`src/rtl/ram_port_arbiter_pkg.sv`:
```
// Shared widths, port identifiers and the read-return tag for the RAM port arbiter.
package ram_arb_pkg;

    localparam int ADDR_W           = 5;
    localparam int DATA_W           = 8;
    localparam int READ_LATENCY_DEF = 1;

    localparam logic PORT_A = 1'b0;
    localparam logic PORT_B = 1'b1;

    typedef struct packed {
        logic valid;
        logic port;
    } rd_tag_t;

endpackage

```
`src/rtl/ram_port_arbiter_if.sv`:
```
// One requester's view of the shared RAM: request/write payload in, grant and read return out.
interface ram_port_arbiter_if;

    logic                            req;
    logic                            we;
    logic [ram_arb_pkg::ADDR_W-1:0]  addr;
    logic [ram_arb_pkg::DATA_W-1:0]  wdata;
    logic                            gnt;
    logic                            rvalid;
    logic [ram_arb_pkg::DATA_W-1:0]  rdata;

    modport master (output req, we, addr, wdata, input gnt, rvalid, rdata);
    modport slave  (input req, we, addr, wdata, output gnt, rvalid, rdata);

endinterface

```
`src/rtl/ram_port_arbiter_rr_arbiter_2.sv`:
```
// Two-way round-robin arbiter; the pointer names the port that wins a tie.
module rr_arbiter_2
    import ram_arb_pkg::*;
(
    input  logic       clk_50M,
    input  logic       RST_N,
    input  logic [1:0] req,
    output logic [1:0] gnt
);

    logic ptr_q;
    logic ptr_d;

    // Grants are suppressed while reset is asserted so nothing is accepted and then dropped.
    always_comb begin
        gnt   = 2'b00;
        ptr_d = ptr_q;
        if (RST_N) begin
            if (req == 2'b11) begin
                gnt[ptr_q] = 1'b1;
            end else begin
                gnt = req;
            end
        end
        if (gnt[PORT_A]) begin
            ptr_d = PORT_B;
        end else if (gnt[PORT_B]) begin
            ptr_d = PORT_A;
        end
    end

    always_ff @(posedge clk_50M or negedge RST_N) begin
        if (!RST_N) begin
            ptr_q <= PORT_A;
        end else begin
            ptr_q <= ptr_d;
        end
    end

endmodule

```
`src/rtl/ram_port_arbiter.sv`:
```
// Shares one single-port RAM between requesters A and B: registered issue, tagged read return.
module ram_port_arbiter
    import ram_arb_pkg::*;
#(
    parameter int READ_LATENCY = READ_LATENCY_DEF
) (
    input  logic              clk_50M,
    input  logic              RST_N,
    ram_port_arbiter_if.slave port_a,
    ram_port_arbiter_if.slave port_b,
    output logic [ADDR_W-1:0] ram_address,
    output logic [DATA_W-1:0] ram_data,
    output logic              ram_wren,
    output logic              ram_rden,
    input  logic [DATA_W-1:0] ram_q
);

    localparam int STAGES = READ_LATENCY + 1;

    logic [1:0] req;
    logic [1:0] gnt;

    logic [ADDR_W-1:0] address_q, address_d;
    logic [DATA_W-1:0] data_q, data_d;
    logic              wren_q, wren_d;
    logic              rden_q, rden_d;

    rd_tag_t                tag_in;
    rd_tag_t [STAGES-1:0]   tag_q, tag_d;
    rd_tag_t                tag_mature;

    logic              rvalid_a_q, rvalid_a_d;
    logic              rvalid_b_q, rvalid_b_d;
    logic [DATA_W-1:0] rdata_a_q, rdata_a_d;
    logic [DATA_W-1:0] rdata_b_q, rdata_b_d;

    assign req = {port_b.req, port_a.req};

    rr_arbiter_2 u_rr_arbiter_2 (
        .clk_50M (clk_50M),
        .RST_N   (RST_N),
        .req     (req),
        .gnt     (gnt)
    );

    assign port_a.gnt = gnt[PORT_A];
    assign port_b.gnt = gnt[PORT_B];

    // Idle cycles keep address/data so the RAM inputs only toggle on a real access.
    always_comb begin
        address_d = address_q;
        data_d    = data_q;
        wren_d    = 1'b0;
        rden_d    = 1'b0;
        tag_in    = '0;
        if (gnt[PORT_A]) begin
            address_d    = port_a.addr;
            data_d       = port_a.wdata;
            wren_d       = port_a.we;
            rden_d       = ~port_a.we;
            tag_in.valid = ~port_a.we;
            tag_in.port  = PORT_A;
        end else if (gnt[PORT_B]) begin
            address_d    = port_b.addr;
            data_d       = port_b.wdata;
            wren_d       = port_b.we;
            rden_d       = ~port_b.we;
            tag_in.valid = ~port_b.we;
            tag_in.port  = PORT_B;
        end
    end

    // The tag travels alongside the RAM read so q is claimed by the port that issued it.
    always_comb begin
        tag_d    = '0;
        tag_d[0] = tag_in;
        for (int i = 1; i < STAGES; i++) begin
            tag_d[i] = tag_q[i-1];
        end
    end

    assign tag_mature = tag_q[STAGES-1];

    always_comb begin
        rdata_a_d  = rdata_a_q;
        rdata_b_d  = rdata_b_q;
        rvalid_a_d = 1'b0;
        rvalid_b_d = 1'b0;
        if (tag_mature.valid) begin
            if (tag_mature.port == PORT_A) begin
                rdata_a_d  = ram_q;
                rvalid_a_d = 1'b1;
            end else begin
                rdata_b_d  = ram_q;
                rvalid_b_d = 1'b1;
            end
        end
    end

    always_ff @(posedge clk_50M or negedge RST_N) begin
        if (!RST_N) begin
            address_q  <= '0;
            data_q     <= '0;
            wren_q     <= 1'b0;
            rden_q     <= 1'b0;
            tag_q      <= '0;
            rvalid_a_q <= 1'b0;
            rvalid_b_q <= 1'b0;
            rdata_a_q  <= '0;
            rdata_b_q  <= '0;
        end else begin
            address_q  <= address_d;
            data_q     <= data_d;
            wren_q     <= wren_d;
            rden_q     <= rden_d;
            tag_q      <= tag_d;
            rvalid_a_q <= rvalid_a_d;
            rvalid_b_q <= rvalid_b_d;
            rdata_a_q  <= rdata_a_d;
            rdata_b_q  <= rdata_b_d;
        end
    end

    assign ram_address   = address_q;
    assign ram_data      = data_q;
    assign ram_wren      = wren_q;
    assign ram_rden      = rden_q;
    assign port_a.rvalid = rvalid_a_q;
    assign port_a.rdata  = rdata_a_q;
    assign port_b.rvalid = rvalid_b_q;
    assign port_b.rdata  = rdata_b_q;

endmodule

```
`src/flat_wrapper.sv`:
```
// flat-port wrapper written by rule: the top's interface ports become plain ports
module ram_port_arbiter_flat import ram_arb_pkg::*;
#(
    parameter int READ_LATENCY = READ_LATENCY_DEF
)
  (clk_50M, RST_N, ram_address, ram_data, ram_wren, ram_rden, ram_q, port_a_req, port_a_we, port_a_addr, port_a_wdata, port_a_gnt, port_a_rvalid, port_a_rdata, port_b_req, port_b_we, port_b_addr, port_b_wdata, port_b_gnt, port_b_rvalid, port_b_rdata);
  ram_port_arbiter_if port_a_i ();
  ram_port_arbiter_if port_b_i ();
  input  logic clk_50M;
  input  logic RST_N;
  output logic [ADDR_W-1:0] ram_address;
  output logic [DATA_W-1:0] ram_data;
  output logic ram_wren;
  output logic ram_rden;
  input  logic [DATA_W-1:0] ram_q;
  input wire logic [$bits(port_a_i.req)-1:0] port_a_req;
  input wire logic [$bits(port_a_i.we)-1:0] port_a_we;
  input wire logic [$bits(port_a_i.addr)-1:0] port_a_addr;
  input wire logic [$bits(port_a_i.wdata)-1:0] port_a_wdata;
  output wire logic [$bits(port_a_i.gnt)-1:0] port_a_gnt;
  output wire logic [$bits(port_a_i.rvalid)-1:0] port_a_rvalid;
  output wire logic [$bits(port_a_i.rdata)-1:0] port_a_rdata;
  input wire logic [$bits(port_b_i.req)-1:0] port_b_req;
  input wire logic [$bits(port_b_i.we)-1:0] port_b_we;
  input wire logic [$bits(port_b_i.addr)-1:0] port_b_addr;
  input wire logic [$bits(port_b_i.wdata)-1:0] port_b_wdata;
  output wire logic [$bits(port_b_i.gnt)-1:0] port_b_gnt;
  output wire logic [$bits(port_b_i.rvalid)-1:0] port_b_rvalid;
  output wire logic [$bits(port_b_i.rdata)-1:0] port_b_rdata;
  assign port_a_i.req = port_a_req;
  assign port_a_i.we = port_a_we;
  assign port_a_i.addr = port_a_addr;
  assign port_a_i.wdata = port_a_wdata;
  assign port_a_gnt = port_a_i.gnt;
  assign port_a_rvalid = port_a_i.rvalid;
  assign port_a_rdata = port_a_i.rdata;
  assign port_b_i.req = port_b_req;
  assign port_b_i.we = port_b_we;
  assign port_b_i.addr = port_b_addr;
  assign port_b_i.wdata = port_b_wdata;
  assign port_b_gnt = port_b_i.gnt;
  assign port_b_rvalid = port_b_i.rvalid;
  assign port_b_rdata = port_b_i.rdata;
  ram_port_arbiter #(.READ_LATENCY(READ_LATENCY)) u_core (.clk_50M(clk_50M), .RST_N(RST_N), .port_a(port_a_i), .port_b(port_b_i), .ram_address(ram_address), .ram_data(ram_data), .ram_wren(ram_wren), .ram_rden(ram_rden), .ram_q(ram_q));
endmodule
```
`config.mk`:
```
export PLATFORM = sky130hd
export DESIGN_NAME = ram_port_arbiter_flat
export DESIGN_NICKNAME = d
export VERILOG_FILES = /design/src/rtl/ram_port_arbiter_pkg.sv /design/src/rtl/ram_port_arbiter_if.sv /design/src/rtl/ram_port_arbiter_rr_arbiter_2.sv /design/src/rtl/ram_port_arbiter.sv /design/src/flat_wrapper.sv
export SDC_FILE = /design/constraint.sdc
export NUM_CORES = 1
export LEC_CHECK = 0
export ABC_CLOCK_PERIOD_IN_PS = 1920
export BUFFER_PORTS_ARGS = -buffer_cell sky130_fd_sc_hd__buf_4
export CELL_PAD_IN_SITES_DETAIL_PLACEMENT = 0
export CELL_PAD_IN_SITES_GLOBAL_PLACEMENT = 1
export CORE_MARGIN = 10
export CORE_UTILIZATION = 37
export CTS_CLUSTER_DIAMETER = 60
export CTS_CLUSTER_SIZE = 16
export DETAILED_ROUTE_END_ITERATION = 6
export PLACE_DENSITY_LB_ADDON = 0.05
export RECOVER_POWER = 50
export SETUP_SLACK_MARGIN = 0.2
export SYNTH_ARGS = -nofsm -noshare
export SYNTH_HDL_FRONTEND = slang
export SYNTH_SLANG_ARGS = --single-unit
```
`constraint.sdc`:
```
create_clock -name clk_50M -period 1.92 [get_ports clk_50M]
set_clock_uncertainty 0.05 [all_clocks]
set_input_delay 0 -clock clk_50M [delete_from_list [all_inputs] [get_ports clk_50M]]
set_output_delay 0 -clock clk_50M [all_outputs]
set_load 0.01 [all_outputs]
```
==> metrics.yaml <==
run_status:
  status: "finished, final reports clean"
floorplan:
  core_um2: 4120
  rows: 23
  start_util_pct: 39.1
  die_area_um2: 7390
  die_x_um: 86.0
  die_h_um: 86.0
  ios: 75
yosys:
  ys_ff_latch: 37
  synth.distinct_cells: 19
  yosys_warnings: 0
  yosysSeqAreaShare_pct: 57.5
  synth_fp_nets: 175
  syn_avg_cell_area_um2: 11.9
  syn_inst: 135
  synth_area_um2: 1610
global_routing:
  antenna_found_initial: 0
  grt_first_pass_wirelength_um: 7670
  grt_overflow: 0
  grt_pass1_vias: 1520
  track_usage_pct: 12.6
  grt_max_degree: 37
sta:
  worstMarginPinSlew_ns: 0.497
  rsz0062_at_grt: "no"
  fin_crit_ns: 1.61
  totalNegativeSetupSlack_ns: 0
  hold_viol: 0
  setup_viol: 0
  clock.fmax_ghz: 0.621
  relSlewSlack_pct: 66.8
  fin_crit_sh_pct: 83.8
  drv_slew: 0
routing:
  detail-route-antenna-nets: 0
  avgViaCountPerCell: 5.07
  dr.first_iter.drc_count: 57
  finalWirelength_um: 4820
  wl_per_cell_um: 16.3
  vias: 1496
  drc: 0
  first_pass_iters: 4
setup_path:
  required_ns: 2.04
  worstSetupEndpointType: "flop"
  critical_path_arrival_ns: 1.73
  crit_path_max_incr_delay_ns: 0.57
  worstSetupPathType: "reg2reg"
  cp_cell_sequence: "inv_1, a21oi_1, dlygate4sd3_1"
  crit_path_start_kind: "flop"
  cp_max_fo: 16
  slowest_stage: "dlygate4sd3_1"
layout:
  final_cells: 295
  diodes: 0
  final.fill_count: 360
  multi_input_area_um2: 572
  area_growth_pct: 55.4
  drive_gt1_share_pct: 27.8
  nets: 285
  ff_latch_area_um2: 926
clocking:
  htree_levels: 2
  clkSinkCount: 37
  clk_pin_slew_ns: 0.07
  insertion_delay_ns: 0.28
  cts_made_buffers: 5
  cts_root_buf: "clkbuf_8"
  clockBufferDepth: 2
  cts_tree: "yes"
run:
  maxCapViolCount: 0
place:
  place.gp.congestion: 0.770
  dp.cells: 249
  numPortBuffers: 74
power_and_ir_drop:
  p_per_area_nw_per_um2: 840
  leakage_uw: 0.00109
  peakVddDrop_v: 0.000438
worst_hold_path:
  min_path_type: "in2reg"
cells in the final DEF, fill, tap and decap left out:
cell type and n:
a21o_1 1, a21oi_1 2, a22o_1 1, a31oi_1 13, and2_2 1, buf_4 43
clkbuf_1 34, clkbuf_8 6, dfrtp_1 37, dlygate4sd3_1 39, inv_1 5, mux2_2 16
nand2_1 2, nand2_2 1, nand2b_1 1, nor2_1 14, nor3_1 1, o2111ai_1 13
o21a_1 1, o21ai_0 13, o22ai_2 1
flip-flops by register name, indices dropped and copies added (netlist names), 2 cells and up:
name	count
u_core.tag_mature	2
u_core.ram_address	5
u_core.port_a.rdata	8
u_core.port_b.rdata	8
u_core.ram_data	8
critical path, delay by kind of cell (launching register included):
kind | cells | cell delay [ns]
buf+inv | 2 | 0.95
flops | 1 | 0.37
compound gates | 1 | 0.13
cell usage after synthesis:
library cell / n / area [um2]
nand2_1: 3 / 11.3
a22o_1: 1 / 8.76
buf_6: 5 / 56.3
o2111ai_1: 13 / 114
mux2_2: 16 / 180
a21o_1: 1 / 7.51
buf_2: 5 / 25.0
buf_4: 2 / 15.0
a31oi_1: 13 / 81.3
nor3_1: 1 / 5.00
o21ai_0: 13 / 65.1
and2_2: 1 / 7.51
o21a_1: 1 / 7.51
nor2_1: 14 / 52.6
a21oi_1: 2 / 10.0
nand2b_1: 1 / 6.26
dfrtp_1: 37 / 926
o22ai_2: 1 / 12.5
inv_1: 5 / 18.8
layer usage:
layer	GRT usage, %	share of wire (%)	up-vias	wire, um
li1	-	-	725	-
met1	13.9	42	717	2030
met2	21.7	50	50	2430
met3	4.45	6.6	4	318
met4	4.34	0.87	0	42
met5	0	0	-	0
area by class of cell:
cell class | count | area share, %
timing repair buffer | 115 | 33.5
inverter | 5 | 0.750
tap | 50 | 2.50
sequential | 37 | 37.0
multi-input combinational | 81 | 22.8
clock buffer | 7 | 3.45
cells by family after synthesis:
kind of cell           Yosys count  synth area share, %
AO/OA/AOI/OAI                   45                 19.0
buffers and inverters           17                 7.15
flip-flops                      37                 57.5
multiplexers                    16                 11.2
AND/OR/NAND/NOR                 20                 5.13
report_power, final:
part           switching, uW  internal (uW)  total, uW
clock                    254            285        538
sequential              71.1            927        998
combinational            291            276        567
total                    615           1490       2100
through the flow:
stage	setup slack (ns)	utilization [%]	area (um2)	total power (uW)	hold slack [ns]
5_1_grt	0.214	60.8	2500	2230	0.0822
3_3_place_gp	0.663	52.2	2150	1620	-0.191
4_1_cts	0.301	63.8	2620	2250	0.0648
3_5_place_dp	0.617	52.2	2150	1640	-0.186
6_report	0.311	60.8	2500	2100	0.0763
2_1_floorplan	0.805	-	1610	1290	-0.346
path summary, 6_finish.rpt:
path                                                           end                                    start  slack, ns  cells after the start
setup / recovery                         u_core.tag_d[2]$_DFF_PN0_  u_core.u_rr_arbiter_2.ptr_q$_DFFE_PN0P_       0.31                      3
setup reg to reg                         u_core.tag_d[2]$_DFF_PN0_  u_core.u_rr_arbiter_2.ptr_q$_DFFE_PN0P_       0.31                      3
hold / removal                      u_core.ram_data[3]$_DFFE_PN0P_                               port_a_req       0.08                      3
max in group asynchronous       u_core.port_b.rdata[4]$_DFFE_PN0P_                                    RST_N       1.03                      3
min in group asynchronous  u_core.u_rr_arbiter_2.ptr_q$_DFFE_PN0P_                                    RST_N       0.09                      2
hold reg to reg                     u_core.tag_mature[0]$_DFF_PN0_                u_core.tag_d[2]$_DFF_PN0_       0.31                      0
what timing repair did:
item                                    in CTS  in global routing
gates resized for setup                      0                  1
endpoints found under the hold margin       69                  0
endpoints found under the setup margin       0                  1
hold buffers                                39                  0
setup buffers                                0                  0
Power figures use the tool's default switching activity.
